`src/rtl/rtc_bus_arbiter.sv`:
```
// rtl/rtc_bus_arbiter.sv - RTC bus arbiter: read/write engine ownership, turnaround, refresh tick.
// Optional grant watchdog enabled by defining ARB_TIMEOUT_EN.
module rtc_bus_arbiter #(
    parameter int TURN_CYC    = 4,
    parameter int REFRESH_DIV = 100000,
    parameter int TIMEOUT_CYC = 4096
) (
    input  logic       clk,
    input  logic       rst,
    input  logic       req_rd,
    input  logic       done_rd,
    input  logic       req_wr,
    input  logic       done_wr,
    output logic       gnt_rd,
    output logic       gnt_wr,
    input  logic       rd_ad,
    input  logic       rd_cs,
    input  logic       rd_rd,
    input  logic       rd_wr,
    input  logic [7:0] rd_dout,
    input  logic       rd_oe,
    input  logic       wr_ad,
    input  logic       wr_cs,
    input  logic       wr_rd,
    input  logic       wr_wr,
    input  logic [7:0] wr_dout,
    input  logic       wr_oe,
    output logic       AD,
    output logic       CS,
    output logic       RD,
    output logic       WR,
    output logic [7:0] data_out,
    output logic       data_oe,
    output logic       refresh_tick,
    output logic       busy,
    output logic       timeout_err
);

    localparam int REF_W = (REFRESH_DIV > 2) ? $clog2(REFRESH_DIV) : 1;

    typedef enum logic [1:0] {IDLE, GRANT_RD, GRANT_WR, TURN} state_t;

    state_t           state;
    state_t           state_nxt;
    logic             last_wr;
    logic [3:0]       turn_cnt;
    logic [REF_W-1:0] ref_cnt;
    logic             in_grant;
    logic             done_own;
    logic             force_rel;
    logic             release_now;

    assign in_grant    = (state == GRANT_RD) || (state == GRANT_WR);
    assign done_own    = ((state == GRANT_RD) && done_rd) || ((state == GRANT_WR) && done_wr);
    assign release_now = done_own || force_rel;

`ifdef ARB_TIMEOUT_EN
    localparam int TMO_W = $clog2(TIMEOUT_CYC + 1);

    logic [TMO_W-1:0] wdog;

    assign force_rel = in_grant && !done_own && (wdog == TMO_W'(TIMEOUT_CYC - 1));

    // Counts cycles of the current grant; sits at zero outside GRANT so each grant starts fresh.
    always_ff @(posedge clk or posedge rst) begin
        if (rst) begin
            wdog        <= '0;
            timeout_err <= 1'b0;
        end else begin
            wdog        <= (in_grant && !release_now) ? wdog + 1'b1 : '0;
            timeout_err <= force_rel;
        end
    end
`else
    assign force_rel   = 1'b0;
    // The watchdog limit has no effect without the watchdog.
    assign timeout_err = (TIMEOUT_CYC < 1) ? 1'b0 : 1'b0;
`endif

    always_ff @(posedge clk or posedge rst) begin
        if (rst) begin
            state <= IDLE;
        end else begin
            state <= state_nxt;
        end
    end

    always_comb begin
        state_nxt = state;
        case (state)
            IDLE: begin
                if (req_rd && req_wr) begin
                    state_nxt = last_wr ? GRANT_RD : GRANT_WR;
                end else if (req_rd) begin
                    state_nxt = GRANT_RD;
                end else if (req_wr) begin
                    state_nxt = GRANT_WR;
                end
            end
            GRANT_RD, GRANT_WR: begin
                if (release_now) begin
                    state_nxt = TURN;
                end
            end
            TURN: begin
                if (turn_cnt == 4'd0) begin
                    state_nxt = IDLE;
                end
            end
            default: state_nxt = IDLE;
        endcase
    end

    always_comb begin
        gnt_rd = (state == GRANT_RD);
        gnt_wr = (state == GRANT_WR);
        busy   = (state != IDLE);
    end

    // Turnaround length and round-robin memory are captured at the moment of release.
    always_ff @(posedge clk or posedge rst) begin
        if (rst) begin
            turn_cnt <= 4'd0;
            last_wr  <= 1'b0;
        end else if (release_now) begin
            turn_cnt <= 4'(TURN_CYC - 1);
            last_wr  <= (state == GRANT_WR);
        end else if ((state == TURN) && (turn_cnt != 4'd0)) begin
            turn_cnt <= turn_cnt - 4'd1;
        end
    end

    always_ff @(posedge clk or posedge rst) begin
        if (rst) begin
            ref_cnt <= '0;
        end else if (ref_cnt == REF_W'(REFRESH_DIV - 1)) begin
            ref_cnt <= '0;
        end else begin
            ref_cnt <= ref_cnt + 1'b1;
        end
    end

    assign refresh_tick = (ref_cnt == REF_W'(REFRESH_DIV - 1));

    always_ff @(posedge clk or posedge rst) begin
        if (rst) begin
            {AD, CS, RD, WR} <= 4'hF;
            data_out         <= 8'h00;
            data_oe          <= 1'b0;
        end else if (gnt_rd) begin
            {AD, CS, RD, WR} <= {rd_ad, rd_cs, rd_rd, rd_wr};
            data_out         <= rd_dout;
            data_oe          <= rd_oe;
        end else if (gnt_wr) begin
            {AD, CS, RD, WR} <= {wr_ad, wr_cs, wr_rd, wr_wr};
            data_out         <= wr_dout;
            data_oe          <= wr_oe;
        end else begin
            {AD, CS, RD, WR} <= 4'hF;
            data_out         <= 8'h00;
            data_oe          <= 1'b0;
        end
    end

endmodule

```
`config.mk`:
```
export PLATFORM = sky130hd
export DESIGN_NAME = rtc_bus_arbiter
export DESIGN_NICKNAME = d
export VERILOG_FILES = /design/src/rtl/rtc_bus_arbiter.sv
export SDC_FILE = /design/constraint.sdc
export NUM_CORES = 1
export LEC_CHECK = 0
export ABC_AREA = 1
export CAP_MARGIN = 20
export CELL_PAD_IN_SITES_DETAIL_PLACEMENT = 1
export CELL_PAD_IN_SITES_GLOBAL_PLACEMENT = 1
export CORE_ASPECT_RATIO = 0.6
export CORE_UTILIZATION = 33
export CTS_BUF_LIST = sky130_fd_sc_hd__clkbuf_4 sky130_fd_sc_hd__clkbuf_8
export CTS_CLUSTER_DIAMETER = 120
export DETAILED_ROUTE_END_ITERATION = 16
export PLACE_DENSITY_LB_ADDON = 0.1
export SYNTH_ARGS = -nofsm -noshare
export SYNTH_HDL_FRONTEND = slang
export SYNTH_SLANG_ARGS = --single-unit
```
`constraint.sdc`:
```
create_clock -name clk -period 1.4 [get_ports clk]
set_clock_uncertainty 0.05 [all_clocks]
set_input_delay 0.21 -clock clk [delete_from_list [all_inputs] [get_ports clk]]
set_output_delay 0.21 -clock clk [all_outputs]
set_load 0.02 [all_outputs]
```
==> results.sh, run 1 <==
export IMPL_status="complete, but fails checks"
export IMPL_violations="negative setup slack"
export IMPL_maxCapViolations=0
export IMPL_diodes=0
export IMPL_avgViaCountPerCell=4.70
export IMPL_r2r_cells=10
export IMPL_htreeDepth=2
export IMPL_grt_start_max_net_pins=38
export IMPL_postCtsHoldBufs=0
export IMPL_synth_async_reset_ratio_pct=100
export IMPL_hpwl_um=4820
export IMPL_synth_top_area_share_pct=42.5
export IMPL_synth_nets=283
export IMPL_yosys_warnings=0
export IMPL_avgRoutedWirePerCell_um=16.8
export IMPL_clk_path_buf_depth=2
export IMPL_seq_power_share_pct=29.1
export IMPL_syn_instance_count=244
export IMPL_fin_nets=391
export IMPL_ys_seq_area_share_pct=47.9
export IMPL_synth_edff_count=0
export IMPL_grt_pass1_wl_um=10100
export IMPL_io_pins=50
export IMPL_regToRegSetupSlack_ns=-0.13
export IMPL_yosys_area_share_simple_pct=25.6
export IMPL_clk_pin_slew_ns=0.08
export IMPL_worstPathArrival_ns=1.44
export IMPL_first_iter_violations=95
export IMPL_place_gp_congestion=0.789
export IMPL_dp_cells=409
export IMPL_cts_made_buffers=5
export IMPL_cts_sinks=37
export IMPL_yosys_area_top_type="dfrtp_1"
export IMPL_reg2reg_from="state[1]"
export IMPL_startpoint="ref_cnt[1]"
export IMPL_intPower_mw=3.09
export IMPL_pwr_share_clk_pct=16.2
export IMPL_synth_seq_cells=37
export IMPL_placeableCoreArea_um2=5620
export IMPL_vias=2035
export IMPL_critPathMaxFanout=2
export IMPL_io_buffer_count=48
export IMPL_fin_crit_sh_pct=121
export IMPL_synth_top_family_by_area="simple AND/OR/NAND/NOR gates"
export IMPL_grt_antenna_before_repair=0
export IMPL_grt_pass1_vias=2001
export IMPL_avgSynthCellArea_um2=7.97
export IMPL_p_leak_nw=1.66
export IMPL_synth_main_ff_cell="dfrtp_1"
export IMPL_pwr_share_comb_pct=54.7
export IMPL_synthXorXnorAreaFrac_pct=2.25
export IMPL_instances_no_fill=433
export IMPL_synthAdderAreaFrac_pct=4.50
export IMPL_clock_fmax_ghz=0.589
export IMPL_antenna_left=0
export IMPL_initial_utilization_pct=34.6
export IMPL_vdd_drop_max_v=0.000755
export IMPL_firstDrtPassIters=5
export IMPL_reg2reg_to="state[1]"
export IMPL_slew_viol_final=0
export IMPL_power_density_nw_per_um2=1510
export IMPL_swShare_pct=38.7
export IMPL_drt_wl_total_um=7270
export IMPL_rows=21
export IMPL_synth_compound_gate_area_share_pct=10.2
export IMPL_die_height_um=61.5
export IMPL_critPathLaunchType="register"
export IMPL_syn_area_um2=1940
export IMPL_gr_total_overflow=0
export IMPL_synth_most_common_cell="nand2_1"
export IMPL_period_needed_ns=1.70
export IMPL_final_setup_viol_count=16
export IMPL_final_util_pct=59.3
export IMPL_yosysUniqueCellTypes=27
export IMPL_power_switching_mw=1.95
export IMPL_drive_above_1_share_pct=39.1
export IMPL_fp_dieArea_um2=6210
export IMPL_endpoint_kind="output port"
export IMPL_ys_top_cells_by_area="dfrtp_1, nand2_1, nor2_1, inv_1, dfstp_2"
export IMPL_clk_latency_ns=0.29
export IMPL_drc=0
export IMPL_num_fill_cells=686
export IMPL_grtUsageTotal_pct=22.3
export IMPL_fin_ws_ns=-0.299
export IMPL_timing_hold_violations_final=0
export IMPL_tritoncts="built"
export IMPL_ys_top_cells_by_count="nand2_1, nor2_1, inv_1"
export IMPL_rsz0062_at_grt="yes"
export IMPL_die_x_um=101
export IMPL_root_buffer="clkbuf_8"
export IMPL_critical_path_class="reg -> out"
export IMPL_muxShareOfSynthArea_pct=0
export IMPL_min_path_type="in -> async"
export IMPL_worstPathRequired_ns=1.14
export IMPL_area_growth_pct=71.5
==> metrics by stage <==
| stage | cell area [µm²] | worst slack [ns] | setup TNS (ns) | hold slack [ns] | power [mW] |
|---|---|---|---|---|---|
| after floorplan | 1960 | 0.00642 | 0 | 0.275 | 2.47 |
| after global placement | 2840 | -0.415 | -2.23 | 0.414 | 3.37 |
| after detailed placement | 2840 | -0.472 | -2.78 | 0.421 | 3.44 |
| after CTS | 3160 | -0.272 | -0.724 | 0.228 | 4.64 |
| after global routing | 3330 | -0.359 | -2.37 | 0.258 | 5.33 |
| final | 3330 | -0.299 | -1.28 | 0.225 | 5.04 |
==> cell type report <==
| class | count | area, µm² | share of cell area [%] |
|---|---|---|---|
| Inverter | 42 | 174 | 5.22 |
| Multi-Input combinational cell | 163 | 1090 | 32.6 |
| Tap cell | 80 | 100 | 3.00 |
| Clock buffer | 7 | 90.1 | 2.70 |
| Sequential cell | 37 | 931 | 27.9 |
| Clock inverter | 1 | 7.51 | 0.225 |
| Timing Repair Buffer | 103 | 945 | 28.3 |
==> sequential cells by signal, indices dropped and copies added, names as in the netlist <==
name and cells:
CS 1, ref_cnt 17, last_wr 1, data_oe 1, data_out 8, turn_cnt 4, WR 1, RD 1
state 2, AD 1
==> timing repair <==
action,CTS,global route
endpoints found under the setup margin,43,43
resized for setup,87,53
buffers inserted,10,6
cloned,0,1
pin swaps,17,20
==> worst max path at each step <==
| stage | to | slack, ns | cells after the start |
|---|---|---|---|
| after CTS | refresh_tick | -0.27 | 8 |
| after floorplan | state[0] | 0.006 | 10 |
| after global placement | refresh_tick | -0.42 | 8 |
| after detailed placement | refresh_tick | -0.47 | 8 |
| after global routing | refresh_tick | -0.36 | 8 |
| final | refresh_tick | -0.30 | 8 |
==> kinds of logic (layout without fill, tap and decap cells) <==
logic type,after synthesis,in the layout
and+or+nand+nor,117,118
buffers and inverters,45,153
DFF,37,37
AOI/OAI and AO/OA,32,32
adders and majority gates,7,7
xor gates and xnor gates,5,5
other,1,1
==> per-layer routing <==
| metal | global-route usage, % | routed length [µm] |
|---|---|---|
| met4 | 4.35 | 37 |
| met1 | 29.7 | 3210 |
| met3 | 7.38 | 506 |
| met5 | 0 | 0 |
| met2 | 36.2 | 3520 |
==> critical path, stage by stage, from the launching register on <==
cell	delay, ns
dfrtp_1	0.36
ha_2	0.20
nand2_2	0.08
nor2_4	0.11
inv_2	0.07
nor2_4	0.08
nand2_2	0.07
clkinv_2	0.06
buf_6	0.11
==> cell usage in the layout (no fill, tap or decap), drive strengths merged, types with 2 or more instances in the layout <==
master	instances
xor2	4
clkbuf	11
nor3	2
buf	59
ha	7
nand2	55
a22o	9
clkdlybuf4s50	31
nor2	45
nand4	3
dfstp	4
nand3	12
dfrtp	33
inv	41
o21ai	15
a21oi	6
dlygate4sd2	9
==> power by group through the flow <==
stage	registers, mW	clock network (mW)	logic, mW
3_3_place_gp	1.46	0	1.91
2_1_floorplan	1.69	0	0.783
6_report	1.47	0.816	2.76
4_1_cts	1.47	0.834	2.34
5_1_grt	1.50	0.882	2.95
3_5_place_dp	1.48	0	1.95
No activity file was read; power rests on OpenSTA's default activity.
==> run 2: changes to the inputs <==
- ABC_CLOCK_PERIOD_IN_PS: not set -> 1400
- SLEW_MARGIN: not set -> 20
==> results of run 2 <==
The final DEF is identical to that of run 1; final timing and power are the same.
